File: config.mk
export PLATFORM = sky130hd
export DESIGN_NAME = instruction_sequencer
export DESIGN_NICKNAME = d
export VERILOG_FILES = /design/src/rtl/instruction_sequencer_pkg.sv /design/src/rtl/next_pc_unit.sv /design/src/rtl/instruction_sequencer.sv
export SDC_FILE = /design/constraint.sdc
export NUM_CORES = 1
export LEC_CHECK = 0
export ABC_CLOCK_PERIOD_IN_PS = 2490
export CAP_MARGIN = 10
export CORE_ASPECT_RATIO = 1.25
export CORE_MARGIN = 1
export CORE_UTILIZATION = 43
export CTS_BUF_LIST = sky130_fd_sc_hd__clkbuf_8 sky130_fd_sc_hd__clkbuf_16
export DETAILED_ROUTE_END_ITERATION = 10
export PLACE_DENSITY = 0.84
export SLEW_MARGIN = 15
export SYNTH_ARGS = -nofsm -noshare
export SYNTH_HDL_FRONTEND = slang
export SYNTH_SLANG_ARGS = --single-unit
File: constraint.sdc
create_clock -name clk -period 2.49 [get_ports clk]
set_input_delay 0.249 -clock clk [delete_from_list [all_inputs] [get_ports clk]]
set_output_delay 0.249 -clock clk [all_outputs]
set_load 0.005 [all_outputs]
File: src/rtl/instruction_sequencer_pkg.sv
// Shared core package for the multi-cycle RV32I control path.
//   InstructionSet : one-hot decoded op word produced by the instruction
//                    decoder (one field per RV32I op, MSB first).
//   SeqState       : sequencer FSM states.
//   PC_STEP        : byte distance between sequential instructions.
package instruction_sequencer_pkg;

   // Instruction constants shared with the decoder. At most one field is set.
   // All fields clear means the word did not decode to a legal op.
   typedef struct packed {
      logic lui;
      logic auipc;
      logic jal;
      logic jalr;
      logic beq;
      logic bne;
      logic blt;
      logic bge;
      logic bltu;
      logic bgeu;
      logic lw;
      logic sw;
      logic addi;
      logic slti;
      logic sltiu;
      logic xori;
      logic ori;
      logic andi;
      logic slli;
      logic srli;
      logic srai;
      logic add;
      logic sub;
      logic sll;
      logic slt;
      logic sltu;
      logic xor_op;
      logic srl;
      logic sra;
      logic or_op;
      logic and_op;
   } InstructionSet;

   typedef enum logic [2:0] {
      FETCH     = 3'd0,
      DECODE    = 3'd1,
      EXECUTE   = 3'd2,
      MEMORY    = 3'd3,
      WRITEBACK = 3'd4,
      HALT      = 3'd5
   } SeqState;

   localparam logic [31:0] PC_STEP = 32'd4;

endpackage

File: src/rtl/next_pc_unit.sv
// Combinational op classification and control-flow resolution.
//   op        : one-hot decoded op
//   pc        : address of the current instruction
//   alu_out   : ALU primary result (branch/jump target or memory address)
//   alu_out_b : ALU compare result (EQ / LT / LTU depending on the branch)
//   op_legal  : at least one op bit is set
//   is_branch, is_load, is_store, is_mem, is_link : op class flags
//   pc_plus4  : pc + 4, 32-bit wrap
//   next_pc   : address of the following instruction
//   fault     : misaligned next_pc, or misaligned LW/SW address
module next_pc_unit
   import instruction_sequencer_pkg::*;
(
   input  InstructionSet op,
   input  logic [31:0]   pc,
   input  logic [31:0]   alu_out,
   input  logic          alu_out_b,
   output logic          op_legal,
   output logic          is_branch,
   output logic          is_load,
   output logic          is_store,
   output logic          is_mem,
   output logic          is_link,
   output logic [31:0]   pc_plus4,
   output logic [31:0]   next_pc,
   output logic          fault
);

   logic take_on_set;
   logic take_on_clear;
   logic taken;

   always_comb begin
      op_legal  = (op != '0);
      is_load   = op.lw;
      is_store  = op.sw;
      is_mem    = op.lw | op.sw;
      is_link   = op.jal | op.jalr;
      is_branch = op.beq | op.bne | op.blt | op.bge | op.bltu | op.bgeu;

      // BNE/BGE/BGEU reuse the same compare as BEQ/BLT/BLTU with the
      // sense inverted.
      take_on_set   = op.beq | op.blt | op.bltu;
      take_on_clear = op.bne | op.bge | op.bgeu;
      taken         = (take_on_set & alu_out_b) | (take_on_clear & ~alu_out_b);

      pc_plus4 = pc + PC_STEP;
      next_pc  = pc_plus4;
      if (taken || op.jal) begin
         next_pc = alu_out;
      end
      if (op.jalr) begin
         next_pc = {alu_out[31:1], 1'b0};
      end

      fault = (next_pc[1:0] != 2'b00) | (is_mem & (alu_out[1:0] != 2'b00));
   end

endmodule

File: src/rtl/instruction_sequencer.sv
// Multi-cycle control FSM of the single-issue RV32I core. Owns pc and the
// instruction register, steps each op through FETCH, DECODE, EXECUTE,
// (MEMORY), WRITEBACK, and stops in HALT on an illegal op or a fault.
//   clk, reset                 : clock, synchronous active-high reset
//   imem_req/addr/ready/rdata  : instruction fetch port
//   instr, op                  : instruction register out, decoded op in
//   pc, alu_out, alu_out_b     : pc to ALU wiring, ALU results back
//   reg2                       : rs2 value, used as store data
//   dmem_req/we/addr/wdata/ready/rdata : data memory port
//   rf_we, rf_wdata            : register-file writeback
//   retire                     : one pulse per completed instruction
//   halted                     : sticky fault flag, cleared by reset
//   state_dbg                  : current FSM state
//
// Handshake: a request (imem_req / dmem_req) is a Moore output that stays
// high with a stable address until the cycle where req && ready, which is
// the single transfer cycle; read data is sampled in that same cycle.
module instruction_sequencer
   import instruction_sequencer_pkg::*;
#(
   parameter logic [31:0] RESET_PC = 32'h0000_0000
) (
   input  logic          clk,
   input  logic          reset,
   output logic          imem_req,
   output logic [31:0]   imem_addr,
   input  logic          imem_ready,
   input  logic [31:0]   imem_rdata,
   output logic [31:0]   instr,
   input  InstructionSet op,
   output logic [31:0]   pc,
   input  logic [31:0]   alu_out,
   input  logic          alu_out_b,
   input  logic [31:0]   reg2,
   output logic          dmem_req,
   output logic          dmem_we,
   output logic [31:0]   dmem_addr,
   output logic [31:0]   dmem_wdata,
   input  logic          dmem_ready,
   input  logic [31:0]   dmem_rdata,
   output logic          rf_we,
   output logic [31:0]   rf_wdata,
   output logic          retire,
   output logic          halted,
   output SeqState       state_dbg
);

   SeqState     state;
   SeqState     state_next;
   logic [31:0] result_q;
   logic [31:0] store_data_q;
   logic [31:0] next_pc_q;
   logic [31:0] load_data_q;

   logic        op_legal;
   logic        is_branch;
   logic        is_load;
   logic        is_store;
   logic        is_mem;
   logic        is_link;
   logic [31:0] pc_plus4;
   logic [31:0] next_pc;
   logic        fault;

   next_pc_unit u_next_pc (
      .op        (op),
      .pc        (pc),
      .alu_out   (alu_out),
      .alu_out_b (alu_out_b),
      .op_legal  (op_legal),
      .is_branch (is_branch),
      .is_load   (is_load),
      .is_store  (is_store),
      .is_mem    (is_mem),
      .is_link   (is_link),
      .pc_plus4  (pc_plus4),
      .next_pc   (next_pc),
      .fault     (fault)
   );

   always_ff @(posedge clk) begin
      if (reset) begin
         state        <= FETCH;
         pc           <= RESET_PC;
         instr        <= '0;
         result_q     <= '0;
         store_data_q <= '0;
         next_pc_q    <= RESET_PC;
         load_data_q  <= '0;
      end else begin
         state <= state_next;
         if (state == FETCH && imem_ready) begin
            instr <= imem_rdata;
         end
         if (state == EXECUTE) begin
            result_q     <= alu_out;
            store_data_q <= reg2;
            next_pc_q    <= next_pc;
         end
         if (state == MEMORY && dmem_ready && is_load) begin
            load_data_q <= dmem_rdata;
         end
         // pc only moves on completion, so a faulting op leaves it pointing
         // at itself.
         if (state == WRITEBACK) begin
            pc <= next_pc_q;
         end
      end
   end

   always_comb begin
      state_next = state;
      imem_req   = 1'b0;
      dmem_req   = 1'b0;
      dmem_we    = 1'b0;
      rf_we      = 1'b0;
      retire     = 1'b0;
      case (state)
         FETCH: begin
            imem_req = 1'b1;
            if (imem_ready) state_next = DECODE;
         end
         DECODE: begin
            state_next = op_legal ? EXECUTE : HALT;
         end
         EXECUTE: begin
            if (fault)       state_next = HALT;
            else if (is_mem) state_next = MEMORY;
            else             state_next = WRITEBACK;
         end
         MEMORY: begin
            dmem_req = 1'b1;
            dmem_we  = is_store;
            if (dmem_ready) state_next = WRITEBACK;
         end
         WRITEBACK: begin
            retire     = 1'b1;
            rf_we      = ~(is_branch | is_store);
            state_next = FETCH;
         end
         HALT: begin
            state_next = HALT;
         end
         default: begin
            state_next = HALT;
         end
      endcase
      // Nothing leaves the block while reset is held, including the cycle
      // in which reset is first sampled.
      if (reset) begin
         imem_req = 1'b0;
         dmem_req = 1'b0;
         dmem_we  = 1'b0;
         rf_we    = 1'b0;
         retire   = 1'b0;
      end
   end

   always_comb begin
      if (is_link)      rf_wdata = pc_plus4;
      else if (is_load) rf_wdata = load_data_q;
      else              rf_wdata = result_q;
   end

   assign imem_addr  = pc;
   assign dmem_addr  = result_q;
   assign dmem_wdata = store_data_q;
   assign halted     = (state == HALT);
   assign state_dbg  = state;

endmodule
==> metrics.txt <==
status=finished with violations; Crit. End Element=output port; row count=57; cell depth of the worst flop-to-flop path=12; Final min period=2.57 ns; Net Sw Frac=0.275; RSZ-0062 raised after global routing=yes; initial antenna violation count=0; first-pass detailed-route iteration total=8; share of the yosys chip area belonging to registers=0.447; pin count of the biggest net entering global routing=138; Starting DRT DRC Count=930; first-pass GRT wire length=48800 µm; number of port buffers=364; Via density=5.48; achievable frequency=390 MHz; commonest non-fill, non-tap cell in the layout=nand2_1; share of cells above drive strength 1=0.137; Initial Util=0.444; Clock Path Buffers=2; total track usage=0.304; Crit Path Class=reg2out; DP Worst Slack=0.0410 ns; Power Density=556 nW/µm²; Least-Margin Pin Slew=0.661 ns; Floorplan Core Area=19700 µm²; Post-route DRC=0; violations in the final reports=negative setup slack; vias in the first global route=9217; CTS clk-pin slew, worst paths=0.08 ns; fin. max-slew vios=0; combinational power share=0.182; CP Data Required Time=2.24 ns; total gr overflow=0; prevailing post-synth register cell=dfxtp_1; die area=20900 µm²; CTS Hold Bufs=0; Clock power frac=0.372; VDD IR-drop max=0.433 mV; post-route worst setup slack=-0.0755 ns; Synthesis Warnings=0; Avg WL per Cell=18.9 µm; DRT Wirelength=33000 µm; die height=161 µm; Setup Total Neg Slack=-0.0755 ns; Startpoint Class=flop; Nets=1636; # setup viols final=1; critical path fanouts, max=3; #FFs+latches synth=195; Antenna diodes=0; die width=130 µm; worst min path class=in2reg; Synth Cell Area=8740 µm²; post-DP HPWL=22200 µm; Clk Tree Root Cell=clkbuf_16; WHS=0.199 ns; Max Cap Viol=0; WP data arrival=2.32 ns; hold path cells=2; EDFF count, synth=0; Int Pwr=5.53 mW; Gate Count Post-Synth=1129; Slew headroom=0.559; net switching power=2.09 mW; CTS Sinks=195; latest clock arrival within the worst-skew pair=0.44 ns; routability cong.=0.868; asr flop ratio synth=0; vias=9592; Post-DRT Antenna Nets=0; I/O Pins=365; CTS tree=yes; P&R area growth vs syn=56.8%; Synth Area per Inst=7.74 µm²; Seq pwr share=0.446; final period utilization=1.03; final hold violation count=0; Setup Skew=0.0151 ns; H-tree depth=4; commonest non-fill, non-tap cells in the layout=nand2_1 (346), clkdlybuf4s50_1 (340), a21oi_1 (193); net count after synthesis=1294; CTS buffer count=17; count of cell types in the netlist=53; Leak Pwr=4.85 nW
power by group through the flow:
stage	clock, mW	combinational, mW	sequential (mW)
CTS	2.85	1.38	3.39
global placement	0	1.36	3.46
floorplan	0	0.561	3.46
detailed placement	0	1.38	3.47
finish	2.83	1.39	3.40
global route	3.00	1.49	3.42
metrics by stage:
stage,util,total power [mW],instances,cell area (µm²)
finish,0.696,7.62,1749,13700
global route,0.696,7.91,1749,13700
CTS,0.682,7.62,1739,13400
detailed placement,0.640,4.85,1690,12600
global placement,0.640,4.82,1690,12600
floorplan,-,4.02,1129,8740
registers in the layout, summed over array words and instances, names as in the netlist:
signal and flops:
instr 32, dmem_addr 32, next_pc_q 32, dmem_wdata 32, imem_addr 32, load_data_q 32
state_dbg 3
cells in the mapped netlist (all sizes together), types with 2 or more instances:
| cell type | number | share of area |
|---|---|---|
| a211oi | 36 | 0.031 |
| a21oi | 197 | 0.11 |
| a31o | 6 | 0.0060 |
| a31oi | 16 | 0.011 |
| and2 | 2 | 0.0014 |
| and3 | 5 | 0.0036 |
| and4 | 20 | 0.021 |
| buf | 54 | 0.043 |
| clkbuf | 65 | 0.028 |
| dfxtp | 195 | 0.45 |
| inv | 2 | 0.00086 |
| mux2i | 7 | 0.0080 |
| nand2 | 348 | 0.15 |
| nand2b | 2 | 0.0014 |
| nand3 | 17 | 0.012 |
| nand4 | 10 | 0.0096 |
| nor2 | 25 | 0.011 |
| nor2b | 30 | 0.021 |
| nor3 | 9 | 0.0052 |
| nor4 | 12 | 0.012 |
| o211ai | 4 | 0.0034 |
| o21ai | 21 | 0.012 |
| o221ai | 2 | 0.0020 |
| or3 | 2 | 0.0014 |
| xnor2 | 10 | 0.010 |
| xor2 | 17 | 0.017 |
critical path, stage by stage, from the launching register on:
cell     delay (ns)
dfxtp_2        0.34
buf_6          0.09
nand4_1        0.14
buf_4          0.18
nor4_4         0.15
buf_6          0.16
buf_6          0.10
buf_6          0.08
nand4_1        0.17
xor2_2         0.21
a21oi_1        0.13
buf_2          0.13
routing by layer:
layer | share of wire | track usage | up-vias
li1 | - | - | 4490
met1 | 0.37 | 0.342 | 4484
met2 | 0.51 | 0.533 | 515
met3 | 0.073 | 0.0629 | 103
met4 | 0.043 | 0.164 | 0
met5 | 0 | 0 | -
cell families after synthesis:
kind of cell,synth area share
and+or+nand+nor,0.256
AOI/OAI and AO/OA,0.189
DFF,0.447
buffers and inverters,0.0717
xor gates and xnor gates,0.0271
muxes,0.00802
adders and majority gates,0.00143
worst paths after layout:
path                                     from         endpoint  slack, ns
worst min-delay path                    reset  load_data_q[29]       0.20
worst max register to register   imem_addr[2]    next_pc_q[31]       0.39
worst max-delay path             imem_addr[2]     rf_wdata[31]      -0.08
worst min register to register  next_pc_q[11]    imem_addr[11]       0.45
repair_timing:
| action | in CTS | in global routing |
|---|---|---|
| buffers inserted | 17 | 12 |
| resized for setup | 80 | 59 |
| endpoints found under the setup margin | 24 | 26 |
| pin swaps | 16 | 20 |
cell type report:
class | count | area, µm²
tap | 265 | 332
timing repair buffer | 442 | 4310
inverter | 2 | 7.51
clock buffer | 17 | 425
multi-input combinational | 813 | 4530
sequential | 195 | 3930
fill | 1504 | 5980
clock inverter | 15 | 170
(Power assumes the default switching activity.)
